[src/rtl/mem_access_unit_if.sv]
// Data-memory bus: single outstanding req/ack transfer, word-addressed with byte enables.
interface mem_access_unit_if #(
  parameter int ADDR_W = 32,
  parameter int DATA_W = 32
);
  logic                  mem_req;
  logic                  mem_we;
  logic [ADDR_W-1:0]     mem_addr;
  logic [DATA_W-1:0]     mem_wdata;
  logic [DATA_W/8-1:0]   mem_be;
  logic                  mem_ack;
  logic [DATA_W-1:0]     mem_rdata;

  modport master (
    output mem_req, mem_we, mem_addr, mem_wdata, mem_be,
    input  mem_ack, mem_rdata
  );

  modport slave (
    input  mem_req, mem_we, mem_addr, mem_wdata, mem_be,
    output mem_ack, mem_rdata
  );
endinterface

[src/rtl/mem_access_unit.sv]
// Load/store unit between the core and a req/ack data memory; stalls the core until the access retires.
// Optional WRITE_BUFFER_EN: aligned stores are posted and drain while the core keeps running.
module mem_access_unit #(
  parameter int ADDR_W  = 32,
  parameter int DATA_W  = 32,
  parameter int TIMEOUT = 15
) (
  input  logic               clk,
  input  logic               rst,
  input  logic               memread,
  input  logic               memwrite,
  input  logic [1:0]         size,
  input  logic               sign_ext,
  input  logic [ADDR_W-1:0]  addr,
  input  logic [DATA_W-1:0]  writedata,
  output logic [DATA_W-1:0]  readdata,
  output logic               stall,
  output logic               memfault,
  mem_access_unit_if.master  bus
);
  localparam int LANES = DATA_W / 8;
  localparam int CNT_W = $clog2(TIMEOUT + 1);

  localparam logic [1:0] IDLE  = 2'd0;
  localparam logic [1:0] BUSY  = 2'd1;
  localparam logic [1:0] DONE  = 2'd2;
  localparam logic [1:0] FAULT = 2'd3;

  logic [1:0]         state_reg, state_next;
  logic [CNT_W-1:0]   cnt_reg, cnt_next;
  logic [ADDR_W-1:0]  addr_reg;
  logic [LANES-1:0]   be_reg;
  logic [DATA_W-1:0]  wdata_reg;
  logic [DATA_W-1:0]  readdata_reg;
  logic               we_reg;
  logic               sgn_reg;
  logic [1:0]         size_reg;

  logic               req;
  logic               misaligned;
  logic               latch_en;
  logic               capture_en;
  logic [LANES-1:0]   be_calc;
  logic [DATA_W-1:0]  wdata_calc;
  logic [DATA_W-1:0]  load_ext;
  logic [7:0]         rd_lane [LANES];
  logic [7:0]         ld_byte;
  logic [15:0]        ld_half;

`ifdef WRITE_BUFFER_EN
  logic               wb_pending_reg, wb_pending_next;
  logic               posted;
`endif

  assign req        = memread | memwrite;
  assign misaligned = ((size == 2'b01) & addr[0]) | (size[1] & (addr[1:0] != 2'b00));

  always_comb begin
    case (size)
      2'b00:   be_calc = 4'b0001 << addr[1:0];
      2'b01:   be_calc = 4'b0011 << {addr[1], 1'b0};
      default: be_calc = 4'b1111;
    endcase
  end

  // Store data is replicated so the enabled lane(s) carry it regardless of offset.
  genvar gi;
  generate
    for (gi = 0; gi < LANES; gi++) begin : g_lane
      assign wdata_calc[8*gi +: 8] = (size == 2'b00) ? writedata[7:0] :
                                     (size == 2'b01) ? writedata[8*(gi%2) +: 8] :
                                                       writedata[8*gi +: 8];
      assign rd_lane[gi] = bus.mem_rdata[8*gi +: 8];
    end
  endgenerate

  assign ld_byte = rd_lane[addr_reg[1:0]];
  assign ld_half = addr_reg[1] ? bus.mem_rdata[31:16] : bus.mem_rdata[15:0];

  always_comb begin
    case (size_reg)
      2'b00:   load_ext = {{24{sgn_reg & ld_byte[7]}}, ld_byte};
      2'b01:   load_ext = {{16{sgn_reg & ld_half[15]}}, ld_half};
      default: load_ext = bus.mem_rdata;
    endcase
  end

`ifdef WRITE_BUFFER_EN
  assign posted = (state_reg == IDLE) & memwrite & ~misaligned;
`endif

  always_comb begin
    stall = req & (state_reg != DONE) & (state_reg != FAULT);
`ifdef WRITE_BUFFER_EN
    if (posted) stall = 1'b0;
`endif
  end

  always_comb begin
    state_next = state_reg;
    cnt_next   = cnt_reg;
    latch_en   = 1'b0;
    capture_en = 1'b0;
`ifdef WRITE_BUFFER_EN
    wb_pending_next = wb_pending_reg;
`endif
    case (state_reg)
      IDLE: begin
        if (req) begin
          if (misaligned) begin
            state_next = FAULT;
          end else begin
            state_next = BUSY;
            latch_en   = 1'b1;
            cnt_next   = '0;
`ifdef WRITE_BUFFER_EN
            wb_pending_next = memwrite;
`endif
          end
        end
      end
      BUSY: begin
        if (bus.mem_ack) begin
          capture_en = ~we_reg;
`ifdef WRITE_BUFFER_EN
          state_next      = wb_pending_reg ? IDLE : DONE;
          wb_pending_next = 1'b0;
`else
          state_next = DONE;
`endif
        end else if (cnt_reg == CNT_W'(TIMEOUT - 1)) begin
          // A drained posted store that times out still faults, just imprecisely.
          state_next = FAULT;
`ifdef WRITE_BUFFER_EN
          wb_pending_next = 1'b0;
`endif
        end else begin
          cnt_next = cnt_reg + 1'b1;
        end
      end
      default: state_next = IDLE;
    endcase
  end

  always_ff @(posedge clk or posedge rst) begin
    if (rst) begin
      state_reg    <= IDLE;
      cnt_reg      <= '0;
      addr_reg     <= '0;
      be_reg       <= '0;
      wdata_reg    <= '0;
      we_reg       <= 1'b0;
      sgn_reg      <= 1'b0;
      size_reg     <= 2'b00;
      readdata_reg <= '0;
`ifdef WRITE_BUFFER_EN
      wb_pending_reg <= 1'b0;
`endif
    end else begin
      state_reg <= state_next;
      cnt_reg   <= cnt_next;
`ifdef WRITE_BUFFER_EN
      wb_pending_reg <= wb_pending_next;
`endif
      if (latch_en) begin
        addr_reg  <= addr;
        be_reg    <= be_calc;
        wdata_reg <= wdata_calc;
        we_reg    <= memwrite;
        sgn_reg   <= sign_ext;
        size_reg  <= size;
      end
      if (capture_en) readdata_reg <= load_ext;
    end
  end

  assign readdata      = readdata_reg;
  assign memfault      = (state_reg == FAULT);
  assign bus.mem_req   = (state_reg == BUSY);
  assign bus.mem_we    = (state_reg == BUSY) & we_reg;
  assign bus.mem_be    = (state_reg == BUSY) ? be_reg : '0;
  assign bus.mem_addr  = {addr_reg[ADDR_W-1:2], 2'b00};
  assign bus.mem_wdata = wdata_reg;
endmodule

[src/flat_wrapper.sv]
// flat-port wrapper written by rule: the top's interface ports become plain ports
module mem_access_unit_flat 
#(
  parameter int ADDR_W  = 32,
  parameter int DATA_W  = 32,
  parameter int TIMEOUT = 15
)
  (clk, rst, memread, memwrite, size, sign_ext, addr, writedata, readdata, stall, memfault, bus_mem_req, bus_mem_we, bus_mem_addr, bus_mem_wdata, bus_mem_be, bus_mem_ack, bus_mem_rdata);
  mem_access_unit_if #(.ADDR_W(ADDR_W), .DATA_W(DATA_W)) bus_i ();
  input  logic clk;
  input  logic rst;
  input  logic memread;
  input  logic memwrite;
  input  logic [1:0] size;
  input  logic sign_ext;
  input  logic [ADDR_W-1:0] addr;
  input  logic [DATA_W-1:0] writedata;
  output logic [DATA_W-1:0] readdata;
  output logic stall;
  output logic memfault;
  output wire logic [$bits(bus_i.mem_req)-1:0] bus_mem_req;
  output wire logic [$bits(bus_i.mem_we)-1:0] bus_mem_we;
  output wire logic [$bits(bus_i.mem_addr)-1:0] bus_mem_addr;
  output wire logic [$bits(bus_i.mem_wdata)-1:0] bus_mem_wdata;
  output wire logic [$bits(bus_i.mem_be)-1:0] bus_mem_be;
  input wire logic [$bits(bus_i.mem_ack)-1:0] bus_mem_ack;
  input wire logic [$bits(bus_i.mem_rdata)-1:0] bus_mem_rdata;
  assign bus_mem_req = bus_i.mem_req;
  assign bus_mem_we = bus_i.mem_we;
  assign bus_mem_addr = bus_i.mem_addr;
  assign bus_mem_wdata = bus_i.mem_wdata;
  assign bus_mem_be = bus_i.mem_be;
  assign bus_i.mem_ack = bus_mem_ack;
  assign bus_i.mem_rdata = bus_mem_rdata;
  mem_access_unit #(.ADDR_W(ADDR_W), .DATA_W(DATA_W), .TIMEOUT(TIMEOUT)) u_core (.clk(clk), .rst(rst), .memread(memread), .memwrite(memwrite), .size(size), .sign_ext(sign_ext), .addr(addr), .writedata(writedata), .readdata(readdata), .stall(stall), .memfault(memfault), .bus(bus_i));
endmodule
[config.mk]
export PLATFORM = sky130hd
export DESIGN_NAME = mem_access_unit_flat
export DESIGN_NICKNAME = d
export VERILOG_FILES = /design/src/rtl/mem_access_unit_if.sv /design/src/rtl/mem_access_unit.sv /design/src/flat_wrapper.sv
export SDC_FILE = /design/constraint.sdc
export NUM_CORES = 1
export LEC_CHECK = 0
export CAP_MARGIN = 40
export CELL_PAD_IN_SITES_DETAIL_PLACEMENT = 1
export CELL_PAD_IN_SITES_GLOBAL_PLACEMENT = 1
export CORE_ASPECT_RATIO = 0.9
export CORE_UTILIZATION = 25
export CTS_BUF_LIST = sky130_fd_sc_hd__clkbuf_8
export DETAILED_ROUTE_END_ITERATION = 8
export GPL_TIMING_DRIVEN = 0
export PLACE_DENSITY_LB_ADDON = 0.05
export SYNTH_ARGS = -nofsm -noshare
export SYNTH_HDL_FRONTEND = slang
export SYNTH_SLANG_ARGS = --single-unit
export TNS_END_PERCENT = 10
[constraint.sdc]
create_clock -name clk -period 6.8 [get_ports clk]
set_input_delay 1.02 -clock clk [delete_from_list [all_inputs] [get_ports clk]]
set_output_delay 1.02 -clock clk [all_outputs]
set_load 0.03 [all_outputs]
Word-level counts from Yosys, hierarchy flattened
Cells that the tools add are included.

operators by class
  $add $sub $neg = 1
  multiply operators = 0
  div/mod/pow operators = 0
  $lt $le $gt $ge = 1
  equality and inequality tests = 12
  shift operators = 2
  mux-type cells = 27
  bitwise gates (word level) = 11
  reductions and logical operators = 7

operators by type and width
  cell                   number
  $pmux W32 S2           1
  $mux W8                7
  $mux W4                5
  $bmux W8 S2            1
  $mux W16               1
  $pmux W4 S2            2
  $ne A2 B2 Y1 const B   5
  $mux W2                4
  $and A1 B1 Y1          7
  $eq A2 B1 Y1 const B   3
  $logic_not A2 Y1       3
  $mux W1                5
  $reduce_and A5 Y1      1
  $add A4 B1 Y4 const B  1
  $eq A4 B4 Y1 const B   1
  $pmux W2 S2            1
  $reduce_bool A2 Y1     2
  $shl A1 B2 Y4 const A  1
  $shl A2 B2 Y4 const A  1
  $ge A3 B3 Y1 const B   1
  $ne A3 B1 Y1 const B   1
  $not A2 Y3             1
  $eq A2 B2 Y1 const B   1
  $ne A2 B1 Y1 const B   1
  3 further kinds        4

word-level totals
  register bits = 110
  bits in latches = 0
  bits in writable memories = 0
  ROM bits = 0
  output and inout port bits = 104
  word-level logic and storage cells = 70
  memories = 0

Logic depth before layout (Yosys ltp)
  depth after elaboration = 6
  gate-level depth with buffers = 6

Worst setup path before layout
OpenSTA, ideal clock, no wires.

  kind = input-to-output
  start = input memwrite
  end = output stall
  arrival = 1.292 ns
  data required time = 5.780 ns
  slack = 4.488 ns
  stages on the path = 1
  buffers on the path = 0
  cell sequence = o21ba_2

on the way
  cells in the longest elaborated chain, start to end = 3

RTL lines
  item                         line                   text
  start: declaration           flat_wrapper.sv:13     input logic memwrite;
  $or A1 B1 Y1                 mem_access_unit.sv:55  assign req = memread | memwrite;
  $and A1 B1 Y1 (2 in series)  mem_access_unit.sv:93  stall = req & (state_reg != DONE) & (state_reg != FAULT);
  end: declaration             flat_wrapper.sv:19     output logic stall;

No other way between the ends.

Worst setup path in the final report
Same ends and word-level chain as after synthesis.

==> impl_results.md <==
* Outcome: completed
* CTS max path bufs at 2
* Largest net degree at the start of global routing at 66
* Die X at 156 um
* Fin. max-slew vios at 0
* Final Worst Setup Slack at 3.37 ns
* Die Y-Extent at 141 um
* Num ports at 208
* PwrDens at 463 nW/um2
* CP endpoint kind: primary output
* Clock Sinks at 110
* Comb power frac at 57.8%
* CP Launch Type: primary input
* Num CTS Buffers at 9
* Switch share at 44.8%
* CTS HTree Levels at 3
* Leakage power at 0.00356 uW
* Crit path cell chain: clkdlybuf4s50_1 > o21ba_2 > clkdlybuf4s50_1
* First-pass GRT wire length at 30,000 um
* Hold Path Class: reg2reg
* RSZ-0062 raised after global routing: false
* Critical Path RT at 5.78 ns
* Relative slew margins at 52.1%
* Share of layout cells above drive strength 1 at 10.2%
* Commonest non-fill, non-tap cell in the layout: clkdlybuf4s50_1
* Top cell family by delay on the critical path: buffers and inverters
* # rows at 50
* Reg2reg end: u_core.readdata[26]$_DFFE_PP0P_
* Final period utilization at 50.4%
* Internal at 2040 uW
* CTS root buf: clkbuf_8
* Max VDD drop at 0.138 mV
* Via count at 4,971
* Post_cts resized at 0
* Initial antenna violation count at 0
* Syn Area/Cell at 8.88 um2
* Initial core utilization at 25.6%
* Maxcap violations at 0
* Setup TNS at 0 ns
* Layout area overhead at 49.5%
* P_sw at 1660 uW
* Final GP Congestion at 0.783
* Setup Crit Path Kind: in2out
* Grt total ovfl at 0
* Pre-antenna DRT Iters at 4
* Worst reg-to-reg path cell count at 6
* Post-CTS Setup Bufs at 0
* Most used cell, CP: clkdlybuf4s50_1
* Buffers added on ports at 205
* CTS tree: built
* CP startpoint: memwrite
* Routed wire length at 18,700 um
* Slowest stage delay, CP at 0.69 ns
* Worst EP arrival at 2.41 ns
* Final period demand of the worst path at 3.43 ns
* Highest-count cells in the layout ignoring fill and taps: clkdlybuf4s50_1 (205), nand2_1 (204), dfrtp_1 (110)
* Worst path bufs/invs at 2
* Worst R2R Start: u_core.addr_reg[1]$_DFFE_PP0P_
* Die area at 22,000 um2
* Final setup viols at 0
* Worst Tran Pin Value at 0.719 ns
* Yosys warnings at 0
* Slowest stage cell, crit path: clkdlybuf4s50_1
* Clk pwr share at 11.3%
* Cells after Synth at 602
* Dpl ws at 3.37 ns
* Critical path depth at 3
* CTS clk-pin slew, worst paths at 0.11 ns
* Hold Vio Cnt, Final at 0
* Final HPWL DP at 14,300 um
* R2R setup slack at 4.81 ns
* Part of the power in registers at 31.0%
* Diode count at 0
* DR WL/cell at 16.8 um
* Core ar. at 20,900 um2
* Final ANT Viol Nets at 0
* Final #Nets at 926
* Setup Skew at 0.0107 ns
* Cts hold-fix bufs at 0
* Critical Path End: stall
* Vias in the first global route at 5,436
* Clock latency on the worst-skew pair at 0.39 ns
* Via/cell ratio at 4.47
* Mapped cell area at 5350 um2
* GRT Total Usage at 17.8%
* Yosys reg bits at 110
* Maximum operating frequency at 292 MHz
* Drt initial violations at 239
* Distinct cells, synth at 40
* DRC at 0
* CP max FO at 4
* Sequential area share after synthesis at 51.5%
==> per-layer routing <==
layer | GRT usage [%] | up-vias | wire (um)
met5 | 0 | - | 0
met4 | 3.51 | 0 | 119
met3 | 4.73 | 8 | 1170
met2 | 28.2 | 152 | 8660
met1 | 24.2 | 2416 | 8760
li1 | - | 2395 | -
==> cells by family (layout without fill, tap and decap cells) <==
| kind of cell | Yosys count | after routing | synth area share [%] |
|---|---|---|---|
| multiplexers | 34 | 34 | 6.53 |
| buffers and inverters | 75 | 297 | 7.91 |
| AND/OR/NAND/NOR | 273 | 273 | 21.4 |
| adder cells (fa/ha/maj) | 2 | 2 | 0.468 |
| other | 1 | 2 | 0.0701 |
| flip-flops | 110 | 110 | 51.5 |
| AO/OA/AOI/OAI | 107 | 107 | 12.2 |
==> worst min path at each step <==
stage	start	endpoint	slack (ns)	cells past startpoint
2_1_floorplan	u_core.be_reg[2]$_DFFE_PP0P_	u_core.be_reg[2]$_DFFE_PP0P_	0.44	2
3_3_place_gp	u_core.addr_reg[14]$_DFFE_PP0P_	u_core.addr_reg[14]$_DFFE_PP0P_	0.46	2
3_5_place_dp	u_core.addr_reg[10]$_DFFE_PP0P_	u_core.addr_reg[10]$_DFFE_PP0P_	0.47	2
4_1_cts	u_core.addr_reg[10]$_DFFE_PP0P_	u_core.addr_reg[10]$_DFFE_PP0P_	0.49	2
5_1_grt	u_core.bus.mem_wdata[5]$_DFFE_PP0P_	u_core.bus.mem_wdata[5]$_DFFE_PP0P_	0.52	2
6_report	u_core.addr_reg[4]$_DFFE_PP0P_	u_core.addr_reg[4]$_DFFE_PP0P_	0.49	2
==> metrics by stage <==
stage,util (%),hold WS [ns],instances,power [uW],instance area (um2)
finish,38.3,0.485,1111,3700,7990
global route,38.3,0.515,1111,3950,7990
CTS,38.3,0.493,1111,3750,7990
detailed placement,37.3,0.466,1095,3320,7790
global placement,37.1,0.460,1094,3270,7760
floorplan,-,0.442,603,2410,5350
==> cells in the mapped netlist <==
master	number	area share [%]
buf_4	34	4.8
and4bb_2	1	0.23
o21ai_2	1	0.16
ha_1	2	0.47
or3_1	8	0.94
nand2b_1	4	0.47
nand2_1	204	14
nand3_1	3	0.28
o21bai_1	1	0.14
o21ba_2	1	0.19
nor2_1	29	2.0
a22oi_1	9	1.3
mux2i_1	27	5.1
nand3b_4	1	0.37
or4_1	2	0.28
nor2b_1	2	0.23
clkbuf_1	23	1.6
dfrtp_1	110	51
and4b_1	1	0.19
buf_2	11	1.0
a21oi_2	1	0.16
a31oi_2	1	0.23
o221a_2	7	1.5
or2_2	1	0.12
o211ai_1	1	0.14
conb_1	1	0.070
a221oi_1	1	0.16
and2_1	6	0.70
o22ai_1	1	0.12
inv_1	7	0.49
a21oi_1	31	2.9
nand4b_1	1	0.16
o2bb2ai_1	1	0.16
and3b_1	1	0.16
nor3_1	8	0.75
o31ai_1	1	0.14
a31oi_1	10	1.2
nor2_2	1	0.12
mux2_2	7	1.5
o21ai_0	40	3.7
==> worst min-delay path, delay by kind of cell (launching register included) <==
family,cells,cell delay [ns]
AND/OR/NAND/NOR,2,0.10
flip-flops,1,0.36
==> power groups by stage <==
stage          registers, uW  clock network, uW  logic [uW]
3_3_place_gp            1150                  0        2120
5_1_grt                 1190                462        2300
6_report                1140                416        2140
4_1_cts                 1150                440        2170
2_1_floorplan           1480                  0         935
3_5_place_dp            1160                  0        2160
==> layout make-up <==
type / count / area [um2]
Buffer: 68 / 397
Clock buffer: 10 / 138
Clock inverter: 6 / 62.6
Fill cell: 2439 / 12900
Inverter: 7 / 31.3
Multi-Input combinational cell: 418 / 2170
Sequential cell: 110 / 2750
Tap cell: 286 / 358
Timing Repair Buffer: 206 / 2080
Power figures use the tool's default switching activity.
